<file path="config.mk">
export PLATFORM = sky130hd
export DESIGN_NAME = win_sprite_loader
export DESIGN_NICKNAME = d
export VERILOG_FILES = /design/src/rtl/win_sprite_pkg.sv /design/src/rtl/win_sprite_loader_nibble_packer.sv /design/src/rtl/win_sprite_loader.sv
export SDC_FILE = /design/constraint.sdc
export NUM_CORES = 1
export LEC_CHECK = 0
export BUFFER_PORTS_ARGS = -buffer_cell sky130_fd_sc_hd__buf_4
export CAP_MARGIN = 20
export CORE_UTILIZATION = 40
export DETAILED_ROUTE_END_ITERATION = 7
export HOLD_SLACK_MARGIN = 0.06
export PLACE_DENSITY = 0.56
export SYNTH_ARGS = -nofsm -noshare
export SYNTH_HDL_FRONTEND = slang
export SYNTH_HIERARCHICAL = 1
export SYNTH_SLANG_ARGS = --single-unit
</file>
<file path="constraint.sdc">
create_clock -name Clk -period 6.1 [get_ports Clk]
set_clock_uncertainty 0.15 [all_clocks]
set_input_delay 1.22 -clock Clk [delete_from_list [all_inputs] [get_ports Clk]]
set_output_delay 1.22 -clock Clk [all_outputs]
set_load 0.02 [all_outputs]
</file>
<file path="src/rtl/win_sprite_pkg.sv">
// Shared layout constants for the packed 4-bit win-banner sprite.
// Both the loader (writer) and the palette lookup (reader) import this package.
package win_sprite_pkg;
  localparam int IMG_W_DEF    = 266;
  localparam int IMG_H_DEF    = 64;
  localparam int TOTAL        = IMG_W_DEF * IMG_H_DEF;
  localparam int NIB_W        = 4;
  localparam int PIX_PER_WORD = 8;
  localparam int LANE_W       = $clog2(PIX_PER_WORD);
  localparam int WORD_W       = NIB_W * PIX_PER_WORD;
  localparam int NWORDS       = (TOTAL + PIX_PER_WORD - 1) / PIX_PER_WORD;

  typedef enum logic [1:0] {IDLE, LOAD, FLUSH, DONE} ld_state_e;
endpackage

</file>
<file path="src/rtl/win_sprite_loader_nibble_packer.sv">
// Eight-lane nibble pack register; pixel k of a word lands in bits [4k+3:4k].
// 'word' is the register with the incoming nibble already merged, so a write can issue on the accepting edge.
module nibble_packer
  import win_sprite_pkg::*;
(
  input  logic              Clk,
  input  logic              Reset_n,
  input  logic              clr,
  input  logic              wr_en,
  input  logic              word_done,
  input  logic [LANE_W-1:0] lane,
  input  logic [NIB_W-1:0]  din,
  output logic [WORD_W-1:0] word,
  output logic              lane_full
);
  logic [PIX_PER_WORD-1:0][NIB_W-1:0] pack_q, pack_d, merged;

  always_comb begin
    merged       = pack_q;
    merged[lane] = din;
    pack_d       = pack_q;
    if (clr)        pack_d = '0;
    else if (wr_en) pack_d = word_done ? '0 : merged;
  end

  always_ff @(posedge Clk or negedge Reset_n) begin
    if (!Reset_n) pack_q <= '0;
    else          pack_q <= pack_d;
  end

  assign word      = merged;
  assign lane_full = (lane == LANE_W'(PIX_PER_WORD - 1));
endmodule

</file>
<file path="src/rtl/win_sprite_loader.sv">
// Writer side of the win-sprite BRAM: packs a serial 4-bit pixel stream into 32-bit words
// and writes them one cycle after the accept that completes each word.
module win_sprite_loader
  import win_sprite_pkg::*;
#(
  parameter int                IMG_W     = IMG_W_DEF,
  parameter int                IMG_H     = IMG_H_DEF,
  parameter int                ADDR_W    = 12,
  parameter logic [ADDR_W-1:0] BASE_ADDR = '0
) (
  input  logic              Clk,
  input  logic              Reset_n,
  input  logic              start,
  input  logic              pix_valid,
  input  logic [NIB_W-1:0]  pix_data,
  input  logic              pix_last,
  output logic              pix_ready,
  output logic              bram_we,
  output logic [ADDR_W-1:0] bram_addr,
  output logic [WORD_W-1:0] bram_wdata,
  output logic              busy,
  output logic              done,
  output logic              err
);
  localparam int TOT   = IMG_W * IMG_H;
  localparam int CNT_W = $clog2(TOT + 1);

  ld_state_e         state_q, state_d;
  logic [CNT_W-1:0]  n_q, n_d;
  logic              err_q, err_d, we_q, we_d, done_q, done_d;
  logic [ADDR_W-1:0] addr_q, addr_d;
  logic [WORD_W-1:0] wdata_q, wdata_d, word;
  logic              accept, is_final, lane_full, word_done, pack_clr;

  assign pix_ready = (state_q == LOAD);
  assign accept    = pix_valid && pix_ready;
  assign is_final  = (n_q == CNT_W'(TOT - 1));
  assign word_done = lane_full || pix_last || is_final;

  nibble_packer u_pack (
    .Clk      (Clk),
    .Reset_n  (Reset_n),
    .clr      (pack_clr),
    .wr_en    (accept),
    .word_done(word_done),
    .lane     (n_q[LANE_W-1:0]),
    .din      (pix_data),
    .word     (word),
    .lane_full(lane_full)
  );

  always_comb begin
    state_d  = state_q;
    n_d      = n_q;
    err_d    = err_q;
    we_d     = 1'b0;
    addr_d   = addr_q;
    wdata_d  = wdata_q;
    done_d   = 1'b0;
    pack_clr = 1'b0;
    case (state_q)
      IDLE, DONE: begin
        if (start) begin
          state_d  = LOAD;
          n_d      = '0;
          err_d    = 1'b0;
          pack_clr = 1'b0 | 1'b1;
        end
      end
      LOAD: begin
        if (accept) begin
          n_d = n_q + CNT_W'(1);
          if (word_done) begin
            we_d    = 1'b1;
            addr_d  = BASE_ADDR + ADDR_W'(n_q >> LANE_W);
            wdata_d = word;
          end
          // Either terminator ends the load; a mismatch between them is a length error.
          if (pix_last || is_final) begin
            state_d = FLUSH;
            err_d   = pix_last ^ is_final;
          end
        end
      end
      FLUSH: begin
        state_d = DONE;
        done_d  = 1'b1;
      end
      default: state_d = IDLE;
    endcase
  end

  always_ff @(posedge Clk or negedge Reset_n) begin
    if (!Reset_n) begin
      state_q <= IDLE;
      n_q     <= '0;
      err_q   <= 1'b0;
      we_q    <= 1'b0;
      addr_q  <= BASE_ADDR;
      wdata_q <= '0;
      done_q  <= 1'b0;
    end else begin
      state_q <= state_d;
      n_q     <= n_d;
      err_q   <= err_d;
      we_q    <= we_d;
      addr_q  <= addr_d;
      wdata_q <= wdata_d;
      done_q  <= done_d;
    end
  end

  assign bram_we    = we_q;
  assign bram_addr  = addr_q;
  assign bram_wdata = wdata_q;
  assign busy       = (state_q == LOAD) || (state_q == FLUSH);
  assign done       = done_q;
  assign err        = err_q;
endmodule

</file>
After elaboration in Yosys (flattened, before gate mapping). Index checks and enable logic that the tools add are counted.

Multiplexer cells: 23. Add/sub/neg operators: 1. Magnitude comparators: 2. Eq/ne operators: 8. Reduce and logical (&&, ||, !) cells: 14. Bitwise gates (word level): 1.

Operator list (count): 2-to-1 mux 32 bit (3); bitwise mux 32 bit (1); 2-to-1 mux 15 bit (2); case mux 15 bit (2 select lines) (1); adder 15 x 1 -> 15 bit (second input constant) (1); == test 15 bit (second input constant) (1); demux 4 bit (select 3 bit) (1); 2-to-1 mux 1 bit (9); AND reduction 3 bit (3); 2-to-1 mux 2 bit (3); case mux 2 bit (3 select lines) (1); == test 2 bit (second input constant) (2); logical OR 1 bit (4); < comparator 3 x 4 -> 1 bit (second input constant) (1); 2-to-1 mux 4 bit (1); inequality test 2 x 1 -> 1 bit (second input constant) (2); AND reduction 4 bit (1); nonzero test 2 bit (2); == test 3 bit (second input constant) (1); greater-or-equal comparator 3 x 1 -> 1 bit (second input constant) (1); == test 2 x 1 -> 1 bit (second input constant) (1); logical AND 1 bit (2); zero test 2 bit (1); inequality test 2 bit (second input constant) (1); other kinds (3) (3).

Word-level logic and storage cells: 64. Register bits after elaboration: 96. Output and inout port bits: 49. Input port bits: 9.

Depth between registers and ports, before layout. Gate-level depths: netlist of run 1.

Depth after elaboration: 8. Gate-level depth with buffers: 9. Gate-level depth less buffers: 8.

By module. The synthesis of run 1 kept the hierarchy.

Modules (own cells, without submodules): win_sprite_loader (cells an instance 216, times used 1, seq. area each 1601.5 µm², area each 2815.2 µm²); nibble_packer (cells an instance 143, times used 1, seq. area each 800.8 µm², area each 1790.5 µm²).

Worst setup path before layout of run 1. No wires, ideal clock.

Kind: input port to flip-flop. Start point: input start. End point: register n_q[13]. Data arrival time: 2.295 ns. Required time: 5.872 ns. Buffers on the path: 1. Library setup time: 0.078 ns. Stages on the path: 5. Path slack: 3.577 ns. Path through: nand2b_1 -> o2111ai_1 -> buf_2 -> or4_1 -> a21oi_1.

Longest elaborated chain between the ends: 2.

RTL lines: start, declared (line win_sprite_loader.sv:13) `input logic start,`; inequality test 2 bit (no source line); AND reduction 3 bit (no source line); end signal, assigned (line win_sprite_loader.sv:104) `n_q <= n_d;`; end, declared (line win_sprite_loader.sv:29) `logic [CNT_W-1:0] n_q, n_d;`.

No other way between the ends. A chain may end at the register's enable or synchronous reset.

Worst setup path in the final report of run 1.
Start point: register n_q[0]. End point: register err_q, in the netlist err.

Longest elaborated chain between the ends: 5. Elaborated cells between the ends (all ways): 8. Classes of those cells: eq/ne: 2; mux: 3; bitwise: 1; reduce/logical: 2.

RTL lines: == test 15 bit * (line win_sprite_loader.sv:37) `assign is_final = (n_q == CNT_W'(TOT - 1));`; bitwise XOR 1 bit (line win_sprite_loader.sv:81) `err_d = pix_last ^ is_final;`; 2-to-1 mux 1 bit (line win_sprite_loader.sv:79) `if (pix_last || is_final) begin`; 2-to-1 mux 1 bit (line win_sprite_loader.sv:71) `if (accept) begin`; case mux 1 bit (2 select lines) (line win_sprite_loader.sv:61) `case (state_q)`; end signal, assigned (line win_sprite_loader.sv:105) `err_q <= err_d;`; end, declared (line win_sprite_loader.sv:30) `logic err_q, err_d, we_q, we_d, done_q, done_d;`.

Mark *: on every way between the ends. The rest lies on a longest branch, timed or not. The select of a mux whose other input is x is not followed.

==> results of run 1 <==
[power groups by stage]
stage,Clock [mW],Sequential (mW),Combinational (mW)
final,0.554,0.810,0.682
after floorplan,0,0.854,0.443
after global placement,0,0.820,0.684
after CTS,0.569,0.812,0.690
after detailed placement,0,0.823,0.686
after global routing,0.592,0.826,0.746
[layout make-up]
cell class	instances	area share, %
Timing Repair Buffer	59	8.22
Multi-Input combinational cell	237	38.0
Clock inverter	3	0.812
Tap cell	140	3.25
Clock buffer	11	4.50
Sequential cell	96	44.6
Inverter	9	0.627
[per-layer routing]
metal | track usage [%] | wire [um] | vias up
met3 | 3.73 | 353 | 6
li1 | - | - | 1446
met4 | 4.86 | 80 | 0
met2 | 26.4 | 4450 | 58
met5 | 0 | 0 | -
met1 | 27.3 | 5020 | 1564
[logic make-up (layout without fill, tap and decap cells)]
kind of cell	after synthesis	after routing	synth area share (%)
multiplexers	78	78	19.0
AND/OR/NAND/NOR	78	78	10.4
adder cells (fa/ha/maj)	5	5	1.36
AO/OA/AOI/OAI	72	72	13.0
XOR/XNOR	4	4	0.761
buffers and inverters	26	82	3.34
flip-flops	96	96	52.2
[state kept, by name (all words and copies together) (netlist names)]
register	cells
bram_wdata	32
bram_we	1
state_q	2
err	1
done	1
u_pack/pack_q	32
n_q	15
bram_addr	12
[final timing paths]
| kind | end | start | slack, ns |
|---|---|---|---|
| max in group asynchronous | u_pack/pack_q[17] | Reset_n | 4.02 |
| worst min-delay path | bram_wdata[11] | bram_wdata[11] | 0.33 |
| worst max register to register | err | n_q[0] | 3.03 |
| worst max-delay path | err | n_q[0] | 3.03 |
| min in group asynchronous | bram_wdata[6] | Reset_n | 0.73 |
| worst min register to register | bram_wdata[11] | bram_wdata[11] | 0.33 |
[cell usage in the layout, fill, tap and decap left out, drive strengths merged, types with 2 or more instances in the layout]
master and n:
o2111ai 2, a31oi 5, or4 5, and4 2, o31ai 5, or3 2, nor3 6, a41oi 2
mux2 76, dfrtp 96, nand2b 6, nand2 12, nor2b 4, buf 59, clkbuf 11, a21oi 14
ha 5, mux2i 2, clkinv 2, inv 9, nor2 16, nor4 2, a41o 2, and2 6
nand4 3, nand3 7, and2b 3, o21ai 4, a22o 32, xor2 3
[critical path: cells and delay by family, from the launching register on]
kind	cells	cell delay, ns
flops	1	0.94
compound gates	3	0.74
fa+ha+maj	2	0.59
simple gates	3	0.56
[metrics by stage]
step                hold WS (ns)  power, mW  utilization, %  setup WS (ns)
floorplan                  0.316       1.30               -           3.58
global placement           0.322       1.50            46.3           3.04
detailed placement         0.327       1.51            46.3           3.02
CTS                        0.342       2.07            48.9           3.00
global route               0.360       2.16            48.9           2.81
finish                     0.335       2.05            48.9           3.03
==> results.tsv, run 1 <==
metric	value	unit
outcome	completed	
ys_async_sr_fraction	100	%
num-fill-cells	1026	
antenna-diode-count	0	
die_w	109	um
critPathKind	reg2reg	
place_inst	541	
portBuffers	57	
initial_antenna_violation_count	0	
critical_path.max_fanout	23	
coreArea	11000	sq um
grt_setup_unrepaired	false	
min_delay_path_depth	1	
boundaryPins	58	
tritoncts	done	
arrival_time_worst_endpoint	3.14	ns
slew_headroom	38.9	%
post_cts_setup_buffers	0	
route.detailed.drc	0	
wl	9900	um
critPathMaxStageDelay	0.94	ns
die_height	109	um
synth.top_cells.by_count	sky130_fd_sc_hd__dfrtp_1 (96), sky130_fd_sc_hd__mux2_2 (59), sky130_fd_sc_hd__a22o_1 (32)	
detail_route.wl_per_cell	17.8	um
nNetsFinal	426	
r2r_cells	8	
crit_path_end_kind	flip-flop	
synth.top_cells.by_area	sky130_fd_sc_hd__dfrtp_1 (52%), sky130_fd_sc_hd__mux2_2 (14%), sky130_fd_sc_hd__a22o_1 (6.1%)	
max_cap_viol_count	0	
synth_sequential_area_ratio	52.2	%
p_sw_share	34.8	%
tritoncts_num_sinks	96	
slew_viol_final	0	
number_of_synthesized_flops_with_an_enable_pin	0	
number_of_endpoints_with_negative_hold_slack_in_the_final_report	0	
p_leak	2.66	nW
synthToLayoutAreaGrowth	17.0	%
first_iter_violations	161	
max_clock_freq	326	MHz
final_design_area_no_fill	5390	sq um
grt_start_max_net_pins	50	
share_seq_of_total_power	39.6	%
synth_seq_cells	96	
global_route_usage_over_all_layers	18.1	%
post_route_cells_drive_above_1_share	35.9	%
initial_core_util	41.8	%
critPathSlowestCell	sky130_fd_sc_hd__dfrtp_1	
share_clk_of_total_power	27.1	%
post_cts_resize_count	0	
synth.net_count	373	
viasPerCell	5.54	
synthMostInstantiatedCell	sky130_fd_sc_hd__dfrtp_1	
fp-row-count	38	
crit_required	6.17	ns
dominantRegCellSynth	sky130_fd_sc_hd__dfrtp_1	
synthDominantCellAreaShare	52.2	%
worst-slew-pin-transition	0.917	ns
fin_setup_tns	0	ns
ir_drop	151	uV
detailroute.via_count	3074	
ys_types	52	
drt_pass1_iterations	4	
min_period_over_period	50.3	%
netlist.top_cell.by_area	sky130_fd_sc_hd__dfrtp_1	
sequential_cell_area	2400	sq um
gp_congestion	0.729	
numCtsBuffers	9	
avg_cell_area_syn	12.8	sq um
cts.path.max_buffers	2	
total_switching_power	712	uW
design.die.area	11900	sq um
cts_max_level	3	
multi_input_area	2050	sq um
report.final.setup_viol	0	
ctsRootBufferMaster	sky130_fd_sc_hd__clkbuf_16	
internal_power	1.33	mW
wire_length_of_the_first_global_routing_pass	16400	um
ys_warnings	6	
timing.critical_path.cells	ha_1, and4b_1, nand4_2, ha_1, nand2b_1, a21oi_1, a21boi_0, a41o_1	
netlist_instances	359	
detailed_place_hpwl	6560	um
cts-hold-fix-buffers	0	
synthesis.area	4610	sq um
power.combinational.fraction	33.3	%
fin_crit	3.07	ns
vias_in_the_first_global_route	3037	
worstSkewPairLatency	0.33	ns
detailed_place.area	5100	sq um
worst_hold_path_type	reg2reg	
final_cell_count_no_fill	555	
crit_top_cell	sky130_fd_sc_hd__ha_1	
power_density	380	nW/um^2
grt_overflow_total	0	
remaining_antenna_violation_count	0	
clk_pin_slew	0.06	ns
critical_path.startpoint_type	flip-flop	
(Power assumes the default switching activity.)
==> inputs of run 2 (changes only) <==
--- a/config.mk
+++ b/config.mk
@@ -10,7 +10,7 @@
 export CORE_UTILIZATION = 40
 export DETAILED_ROUTE_END_ITERATION = 7
 export HOLD_SLACK_MARGIN = 0.06
-export PLACE_DENSITY = 0.56
+export PLACE_DENSITY = 0.58
 export SYNTH_ARGS = -nofsm -noshare
 export SYNTH_HDL_FRONTEND = slang
 export SYNTH_HIERARCHICAL = 1
==> constraint.sdc (replaced) <==
create_clock -name Clk -period 2.75 [get_ports Clk]
set_clock_uncertainty 0.15 [all_clocks]
set_input_delay 0.55 -clock Clk [delete_from_list [all_inputs] [get_ports Clk]]
set_output_delay 0.55 -clock Clk [all_outputs]
set_load 0.02 [all_outputs]
==> run 2 against run 1 <==
Effect of this change: worst setup slack got worse by 2.7 ns; utilization increased by 1.1 points; wire length is 1.6% higher; via count is 0.85% higher; flip-flop and latch count did not move.
==> results.tsv, run 2 (synthesis results as in run 1) <==
metric	value	unit
clk_pin_slew	0.07	ns
grt_setup_unrepaired	false	
timing.critical_path.max_delay_family	simple AND/OR/NAND/NOR gates	
sequential_cell_area	2400	sq um
wl	10100	um
critPathKind	reg2reg	
groute.layer.met3.usage	2.79	%
grt_overflow_total	0	
number_of_endpoints_with_negative_hold_slack_in_the_final_report	0	
worst-path-buf-inv	2	
grt_use_met2	27.0	%
crit_path_end_kind	flip-flop	
worst-slew-pin-transition	0.437	ns
nNetsFinal	437	
global_route_usage_over_all_layers	18.7	%
post_route_cells_drive_above_1_share	37.9	%
numCtsBuffers	9	
coreArea	11000	sq um
wire_length_of_the_first_global_routing_pass	16900	um
detailed_place_hpwl	6890	um
critical_path.max_fanout	11	
boundaryPins	58	
slew_viol_final	0	
ctsRootBufferMaster	sky130_fd_sc_hd__clkbuf_16	
max_clock_freq	422	MHz
die_height	109	um
power_density	847	nW/um^2
grt_start_max_net_pins	49	
vias_in_the_first_global_route	3150	
arrival_time_worst_endpoint	2.50	ns
total_power	4.67	mW
timing.critical_path.cells	inv_1, ha_1, nand2_1, inv_1, and2b_1, and2_1, a22o_1	
worstHoldStart	bram_wdata[2]	
ir_drop	319	uV
critPathSlowestCell	sky130_fd_sc_hd__and2_1	
rrSetupSlack	0.38	ns
detail_route.wl_per_cell	17.7	um
post_cts_setup_buffers	0	
slew_headroom	70.7	%
drt_pass1_iterations	4	
cts_max_level	3	
min_period_over_period	86.3	%
r2r_cells	7	
fin_crit	2.37	ns
num-fill-cells	984	
min_delay_path_depth	1	
initial_antenna_violation_count	0	
route.detailed.drc	0	
critPathMaxStageDelay	0.41	ns
gp_congestion	0.786	
tritoncts	done	
die_w	109	um
r2r_end	u_pack/pack_q[30]	
p_leak	2.72	nW
fin_setup_tns	0	ns
most_congested_layer_reported_by_global_routing	met1	
fp-row-count	38	
grt_util_met1	28.1	%
initial_core_util	41.8	%
report.final.setup_viol	0	
critical_path.startpoint_type	flip-flop	
design.die.area	11900	sq um
remaining_antenna_violation_count	0	
antenna-diode-count	0	
crit_required	2.88	ns
viasPerCell	5.46	
tritoncts_num_sinks	96	
detailroute.via_count	3100	
crit_top_cell	sky130_fd_sc_hd__inv_1	
worst_hold_path_type	reg2reg	
first_iter_violations	179	
synthToLayoutAreaGrowth	19.6	%
worstSkewPairLatency	0.34	ns
portBuffers	57	
multi_input_area	2050	sq um
hold_ep	bram_wdata[2]	
crit_reg_reg_startpoint	state_q[1]	
commonest_cells_after_routing_fill_and_taps_aside	sky130_fd_sc_hd__dfrtp_1 (96), sky130_fd_sc_hd__buf_4 (68), sky130_fd_sc_hd__mux2_2 (59), sky130_fd_sc_hd__a22o_1 (32), sky130_fd_sc_hd__mux2_1 (17)	
outcome	completed	
leading_cell_type_in_the_layout_fill_and_taps_excluded	sky130_fd_sc_hd__dfrtp_1	
max_cap_viol_count	0	
cts.path.max_buffers	2	
## run 2: cell count changes in the layout (fill, tap and decap cells not counted)
cell,previous run,this run
sky130_fd_sc_hd__clkbuf_1,1,0
sky130_fd_sc_hd__inv_6,0,1
sky130_fd_sc_hd__dlygate4sd3_1,0,1
sky130_fd_sc_hd__buf_12,0,1
sky130_fd_sc_hd__buf_4,59,68
sky130_fd_sc_hd__clkinv_4,1,0
sky130_fd_sc_hd__clkinvlp_4,0,3
## run 2: stage by stage
step	instances	hold slack (ns)	instance area, sq um	util [%]	setup WS [ns]
2_1_floorplan	359	0.104	4610	-	0.416
3_3_place_gp	551	0.320	5190	47.1	0.451
3_5_place_dp	551	0.329	5190	47.1	0.444
4_1_cts	568	0.355	5510	49.9	0.398
5_1_grt	568	0.371	5510	49.9	0.166
6_report	568	0.348	5510	49.9	0.378
## run 2: power breakdown
part	switching (mW)	internal, mW	leakage, nW
sequential	0.113	1.61	1.32
clock	0.530	0.731	0.141
combinational	0.994	0.693	1.26
total	1.64	3.03	2.72
## run 2: timing repair
action | CTS | global route
endpoints found under the setup margin | 0 | 0
resized for setup | 0 | 0
hold buffers | 1 | 0
hold endpoints to repair | 21 | 0
## run 2: routing by layer
layer  share of wire (%)  wire (um)
met5                   0          0
met4                 1.2        125
met3                 2.8        281
met2                  45       4480
met1                  51       5170
## run 2: worst max path at each step
stage / from / to / slack, ns / depth (start not counted)
final: state_q[1] / u_pack/pack_q[30] / 0.38 / 7
after global routing: state_q[1] / u_pack/pack_q[24] / 0.17 / 7
after CTS: state_q[1] / u_pack/pack_q[30] / 0.40 / 7
after detailed placement: state_q[1] / u_pack/pack_q[31] / 0.44 / 7
after global placement: state_q[0] / n_q[13] / 0.45 / 7
after floorplan: state_q[1] / u_pack/pack_q[10] / 0.42 / 8
## run 2: final cells by class
cell class              count  share of cell area (%)
repair buffers             70                    9.82
clock inverters             6                    1.20
multi-input cells         237                    37.2
clock buffers              10                    4.34
flip-flops and latches     96                    43.6
inverters                   9                   0.613
well taps                 140                    3.18
